File: src/rtl/serial_link_pkg.sv
// Shared types and helpers for the serial shift-register link.
package serial_link_pkg;

    typedef enum logic {
        IDLE  = 1'b0,
        SHIFT = 1'b1
    } state_t;

    // Counter width for a modulus x, never narrower than one bit.
    function automatic int cnt_width(input int x);
        return (x <= 2) ? 1 : $clog2(x);
    endfunction

endpackage

File: src/rtl/serial_word_tx_bit_tick_gen.sv
// Bit-period divider: tick is registered and high in the last cycle of each bit period.
module bit_tick_gen
    import serial_link_pkg::*;
#(
    parameter int DIV = 1
) (
    input  logic clk,
    input  logic reset,
    input  logic start,
    input  logic active,
    input  logic stay,
    output logic tick
);

    localparam int W = cnt_width(DIV);
    localparam logic [W-1:0] LAST = W'(DIV - 1);

    logic [W-1:0] div_q, div_d;
    logic         tick_q, tick_d;

    // tick_d looks one cycle ahead so the strobe itself can come straight from a flop.
    always_comb begin
        div_d = '0;
        if (!start && active && !tick_q) begin
            div_d = div_q + W'(1);
        end
        tick_d = stay && (div_d == LAST);
    end

    always_ff @(posedge clk or posedge reset) begin
        if (reset) begin
            div_q  <= '0;
            tick_q <= 1'b0;
        end else begin
            div_q  <= div_d;
            tick_q <= tick_d;
        end
    end

    assign tick = tick_q;

endmodule

File: src/rtl/serial_word_tx.sv
// Parallel-in, serial-out word transmitter driving sr_out MSB-first with a per-bit shift strobe.
module serial_word_tx
    import serial_link_pkg::*;
#(
    parameter int N   = 8,
    parameter int DIV = 1
) (
    input  logic         clk,
    input  logic         reset,
    input  logic [N-1:0] data_in,
    input  logic         data_valid,
    output logic         data_ready,
    output logic         sr_out,
    output logic         control,
    output logic         busy,
    output logic         done
);

    localparam int BW = cnt_width(N);
    localparam logic [BW-1:0] BIT_LAST = BW'(N - 1);

    state_t         state_q, state_d;
    logic [N-1:0]   shreg_q, shreg_d;
    logic [BW-1:0]  bit_q, bit_d;
    logic           sr_out_q, sr_out_d;
    logic           done_q, done_d;
    logic           tick, accept, last_bit, active, stay;

    assign last_bit   = tick && (bit_q == BIT_LAST);
    assign data_ready = (state_q == IDLE) || last_bit;
    assign accept     = data_valid && data_ready;
    assign active     = (state_q == SHIFT);
    assign stay       = (state_d == SHIFT);

    bit_tick_gen #(.DIV(DIV)) u_tick (
        .clk    (clk),
        .reset  (reset),
        .start  (accept),
        .active (active),
        .stay   (stay),
        .tick   (tick)
    );

    always_comb begin
        state_d  = state_q;
        shreg_d  = shreg_q;
        bit_d    = bit_q;
        sr_out_d = sr_out_q;
        done_d   = last_bit;
        if (accept) begin
            state_d  = SHIFT;
            shreg_d  = data_in;
            bit_d    = '0;
            sr_out_d = data_in[N-1];
        end else if (last_bit) begin
            state_d  = IDLE;
            bit_d    = '0;
            sr_out_d = 1'b0;
        end else if (tick) begin
            // sr_out_d takes the bit that becomes MSB after this shift.
            shreg_d  = shreg_q << 1;
            bit_d    = bit_q + BW'(1);
            sr_out_d = shreg_q[N-2];
        end
    end

    always_ff @(posedge clk or posedge reset) begin
        if (reset) begin
            state_q  <= IDLE;
            shreg_q  <= '0;
            bit_q    <= '0;
            sr_out_q <= 1'b0;
            done_q   <= 1'b0;
        end else begin
            state_q  <= state_d;
            shreg_q  <= shreg_d;
            bit_q    <= bit_d;
            sr_out_q <= sr_out_d;
            done_q   <= done_d;
        end
    end

    assign busy    = active;
    assign control = tick;
    assign sr_out  = sr_out_q;
    assign done    = done_q;

endmodule

File: config.mk
export PLATFORM = sky130hd
export DESIGN_NAME = serial_word_tx
export DESIGN_NICKNAME = d
export VERILOG_FILES = /design/src/rtl/serial_link_pkg.sv /design/src/rtl/serial_word_tx_bit_tick_gen.sv /design/src/rtl/serial_word_tx.sv
export SDC_FILE = /design/constraint.sdc
export NUM_CORES = 1
export LEC_CHECK = 0
export BUFFER_PORTS_ARGS = -buffer_cell sky130_fd_sc_hd__buf_2
export CORE_UTILIZATION = 51
export DETAILED_ROUTE_END_ITERATION = 8
export PLACE_DENSITY = 0.77
export SETUP_SLACK_MARGIN = 0.2
export SYNTH_ARGS = -nofsm -noshare
export SYNTH_HDL_FRONTEND = slang
export SYNTH_HIERARCHICAL = 1
export SYNTH_SLANG_ARGS = --single-unit
File: constraint.sdc
create_clock -name clk -period 2 [get_ports clk]
set_input_delay 0.2 -clock clk [delete_from_list [all_inputs] [get_ports clk]]
set_output_delay 0.2 -clock clk [all_outputs]
set_load 0.01 [all_outputs]
* After elaboration in Yosys (flattened, before gate mapping) *
Cells that the tools add are included.

storage, ports and cells
  flip-flop bits (word level) = 15
  input bits = 11
  output and inout port bits = 5
  word-level logic and storage cells = 36

cells by class
  $add $sub $neg = 2
  eq/ne operators = 2
  mux-type cells = 12
  bitwise operators = 2
  reductions and logical operators = 11

operator list
  kind                                                    count
  two-way mux 7 bit                                       3
  two-way mux 3 bit                                       3
  two-way mux 1 bit                                       6
  logical AND 1 bit                                       5
  adder 3 x 1 -> 3 bit (second input constant)            1
  == test 3 bit (second input constant)                   1
  nonzero test 3 bit                                      1
  zero test 1 bit                                         2
  inequality test 2 x 1 -> 1 bit (second input constant)  1
  NOT 1 bit                                               2
  AND reduction 2 bit                                     1
  nonzero test 2 bit                                      1
  adder 1 bit (second input constant)                     1
  logical OR 1 bit                                        1

* Longest topological paths before layout *
  word-level depth = 10
  depth in mapped cells = 7
  mapped depth without buffers = 7

* Hierarchy *
Netlist, hierarchy kept.

modules (own cells, without submodules)
  module          times used  cells each  area each (um^2)
  serial_word_tx  1           49          683.2
  bit_tick_gen    1           5           83.8

* Least setup slack after synthesis *
Ideal clock, no wire load.

  path type = register to register
  start point = register bit_q[0]
  end point = register u_tick.tick_q, in the netlist u_tick/tick
  library setup time = 0.126 ns
  data arrival time = 1.609 ns
  data required time = 1.874 ns
  slack = 0.265 ns
  cell stages (with the launch flop) = 8
  buffers on the path = 0
  clock period less this slack = 1.735 ns
  path through = dfrtp_1 -> ha_1 -> ha_1 -> a21bo_2 -> nand2_4 -> inv_2 -> nor4b_4 -> nor2b_1

on the way
  word-level cells in the longest chain between the ends = 10

ends and longest elaborated chain
  element                          RTL line                           RTL
  from (decl)                      serial_word_tx.sv:24               logic [BW-1:0] bit_q, bit_d;
  from (signal assigned)           serial_word_tx.sv:77               bit_q <= bit_d;
  == test 3 bit                    serial_word_tx.sv:29               assign last_bit = tick && (bit_q == BIT_LAST);
  logical AND 1 bit                serial_word_tx.sv:29
  logical OR 1 bit                 serial_word_tx.sv:30               assign data_ready = (state_q == IDLE) || last_bit;
  named net data_ready             serial_word_tx.sv:12               output logic data_ready,
  logical AND 1 bit                serial_word_tx.sv:31               assign accept = data_valid && data_ready;
  named net accept                 serial_word_tx.sv:27               logic tick, accept, last_bit, active, stay;
  zero test 1 bit                  serial_word_tx_bit_tick_gen.sv:24  if (!start && active && !tick_q) begin
  logical AND 1 bit (2 in series)  serial_word_tx_bit_tick_gen.sv:24
  two-way mux 1 bit                serial_word_tx_bit_tick_gen.sv:24
  named net u_tick.div_d           serial_word_tx_bit_tick_gen.sv:18  logic [W-1:0] div_q, div_d;
  NOT 1 bit                        serial_word_tx_bit_tick_gen.sv:27  tick_d = stay && (div_d == LAST);
  logical AND 1 bit                serial_word_tx_bit_tick_gen.sv:27
  named net u_tick.tick_d          serial_word_tx_bit_tick_gen.sv:19  logic tick_q, tick_d;
  to (signal assigned)             serial_word_tx_bit_tick_gen.sv:36  tick_q <= tick_d;
  to (decl)                        serial_word_tx_bit_tick_gen.sv:19

The timed path passes the listed nets, and every way through them passes these cells.
A chain may end at the register's enable or synchronous reset.

* Final worst setup path *
  start point = register bit_q[0]
  end point = register shreg_q[4]

on the way
  word-level cells in the longest chain between the ends = 6

ends and longest elaborated chain
  element                                                                                RTL line              RTL
  == test 3 bit *                                                                        serial_word_tx.sv:29
  logical AND 1 bit *                                                                    serial_word_tx.sv:29
  logical OR 1 bit                                                                       serial_word_tx.sv:30
  logical AND 1 bit                                                                      serial_word_tx.sv:31
  inequality test 2 x 1 -> 1 bit (no source line) or nonzero test 2 bit (tied branches)  --
  AND reduction 2 bit (no source line)                                                   --
  to (signal assigned)                                                                   serial_word_tx.sv:76  shreg_q <= shreg_d;
  to (decl)                                                                              serial_word_tx.sv:23  logic [N-1:0] shreg_q, shreg_d;

Every way passes the cells marked *; elsewhere a longest branch is shown, timed or not.

==> reports/metrics.yaml <==
status: "finished clean"
post-route-period-util_pct: 86.9
grt_max_degree: 14
fin_setup_tns_ps: 0
clkLatencyLatePin_ps: 290
final_nets: 91
path_buf_inv: 0
cts-root-buf: "clkbuf_4"
dp_hpwl_um: 774
hold_viol_final: 0
critPathArrivalTime_ps: 1910
yosys-top-cells-area: "dfrtp_1 (49%), mux2_4 (23%), ha_1 (3.3%)"
setup_viol: 0
syn_area_sq_um: 767
core_sq_um: 1350
clock_skew_ps: 3.20
p_per_area_nw_per_um2: 1390
leakagePower_nw: 0.524
port-buffer-count: 15
drt_iter0_drc: 9
wl_per_cell_um: 12.9
power.total_mw: 1.30
worst_pin_slew_ps: 502
dieArea_sq_um: 1660
io_pins: 16
placed_area_sq_um: 850
post-route-cell-area_sq_um: 932
grt_pass1_wl_mm: 1.84
required_ps: 2170
antennaDiodeCount: 0
cts_tree: "built"
path_depth: 5
ys_ff_latch: 15
ant_nets: 0
drc: 0
grt_use_total_pct: 18.4
reg2regPathDepth: 5
crit_path_frequent_cell: "mux2_4"
max_stage_delay_ps: 400
max_freq_mhz: 575
yosysWarnings: 6
cap_violations: 0
mostFrequentLayoutCells: "dfrtp_1 (15), buf_2 (15), mux2_4 (12)"
area_delta_synth_final_pct: 21.5
placementRows: 13
routed_wl_mm: 1.19
layout-drive-gt1-share_pct: 55.8
path_cells: "ha_2 > ha_4 > nor2b_4 > mux2_4 > mux2_4"
slowest_stage: "dfrtp_1"
finalWorstSetupSlack_ps: 262
rsz0062_at_grt: "false"
hold_path_depth: 2
drv_slew: 0
fill_cells: 91
clock-sinks: 15
maxSlewHeadroom_pct: 66.5
post-route-min-period_ps: 1740
first_pass_iters: 4
vias: 478
yosysUniqueCellTypes: 21
synth_top_area_share_pct: 48.9
ir_worst_vdd_v: 0.000953
cp_max_fo: 7
avgSynthCellArea_sq_um: 14.2
place_congestion: 0.750
seq_area_frac_synth_pct: 48.9
initial_utilization_pct: 56.8
crit_family: "multiplexers"
die_x_um: 40.8
endpoint_kind: "flip-flop"
viasPerCell: 5.20
cts_made_buffers: 3
antenna_found_initial: 0
clk_pin_slew_ps: 90
htree_levels: 1
crit_path_start_kind: "flip-flop"
grt_pass1_vias: 420
die_y_um: 40.8
dpl_worst_slack_ps: 157
hold_class: "input port to flip-flop"
synthesis.nets: 67
postSynthCellCount: 54
grt_overflow: 0
critPathKind: "flip-flop to flip-flop"
yosys.area.top_type: "dfrtp_1"
clk_path_buf_depth: 2
path summary, 6_finish.rpt:
kind	start	to	slack, ps
hold / removal	data_in[7]	sr_out	130
hold reg to reg	u_tick/div_q	u_tick/div_q	470
setup reg to reg	bit_q[0]	shreg_q[4]	260
min in group asynchronous	reset	u_tick/div_q	290
setup / recovery	bit_q[0]	shreg_q[4]	260
max in group asynchronous	reset	shreg_q[4]	1190
through the flow:
stage / cells / hold slack, ps / util [%]
3_3_place_gp: 83 / 60.8 / 62.9
6_report: 92 / 127 / 69.0
2_1_floorplan: 54 / -58.8 / -
5_1_grt: 92 / 114 / 69.0
4_1_cts: 92 / 120 / 68.1
3_5_place_dp: 83 / 59.2 / 62.9
kinds of logic (layout without fill, tap and decap cells):
kind of cell | Yosys count | in the layout | synth area share, %
adder cells (fa/ha/maj) | 2 | 2 | 3.26
buffers and inverters | 6 | 29 | 3.91
flip-flops | 15 | 15 | 48.9
multiplexers | 15 | 15 | 27.6
AND/OR/NAND/NOR | 11 | 11 | 12.1
AO/OA/AOI/OAI | 5 | 5 | 4.24
cell usage after synthesis:
cell type  instances
dfrtp_1           15
mux2_4            12
inv_1              4
nor2_1             3
ha_1               2
mux2i_1            2
o21ai_0            2
a21bo_2            1
a22oi_1            1
and2_2             1
buf_6              1
inv_2              1
mux2_1             1
nand2_4            1
nand2b_1           1
nand3_1            1
nand3b_1           1
nor2b_1            1
nor2b_4            1
nor4b_4            1
o21ai_1            1
registers in the layout, indices dropped and copies added (netlist names):
name / flops
sr_out: 1
busy: 1
shreg_q: 7
u_tick/div_q: 1
bit_q: 3
u_tick/tick: 1
done: 1
routing by layer:
layer / vias to the layer above / part of all wire, % / track usage [%]
met4: 0 / 0.59 / 5.00
met5: - / 0 / 0
met1: 232 / 49 / 25.6
li1: 231 / - / -
met2: 13 / 45 / 24.6
met3: 2 / 5.4 / 9.78
repair_timing:
| action | CTS | global route |
|---|---|---|
| endpoints found under the hold margin | 15 | 0 |
| pin swaps | 1 | 0 |
| setup endpoints to repair | 7 | 7 |
| gates resized for setup | 1 | 2 |
| hold buffers | 1 | 0 |
| setup buffers | 4 | 0 |
where the power goes:
group	leakage [nW]	internal, mW	switching, mW
Clock	0.0177	0.0744	0.0977
Sequential	0.190	0.422	0.0846
Combinational	0.317	0.386	0.232
area by class of cell:
class	instances	area [sq um]	area share (%)
clock buffer	3	22.5	2.42
clock inverter	1	5.00	0.537
inverter	5	18.8	2.01
multi-input combinational	33	377	40.4
sequential	15	375	40.3
tap	15	18.8	2.01
timing repair buffer	20	115	12.3
Power figures use the tool's default switching activity.
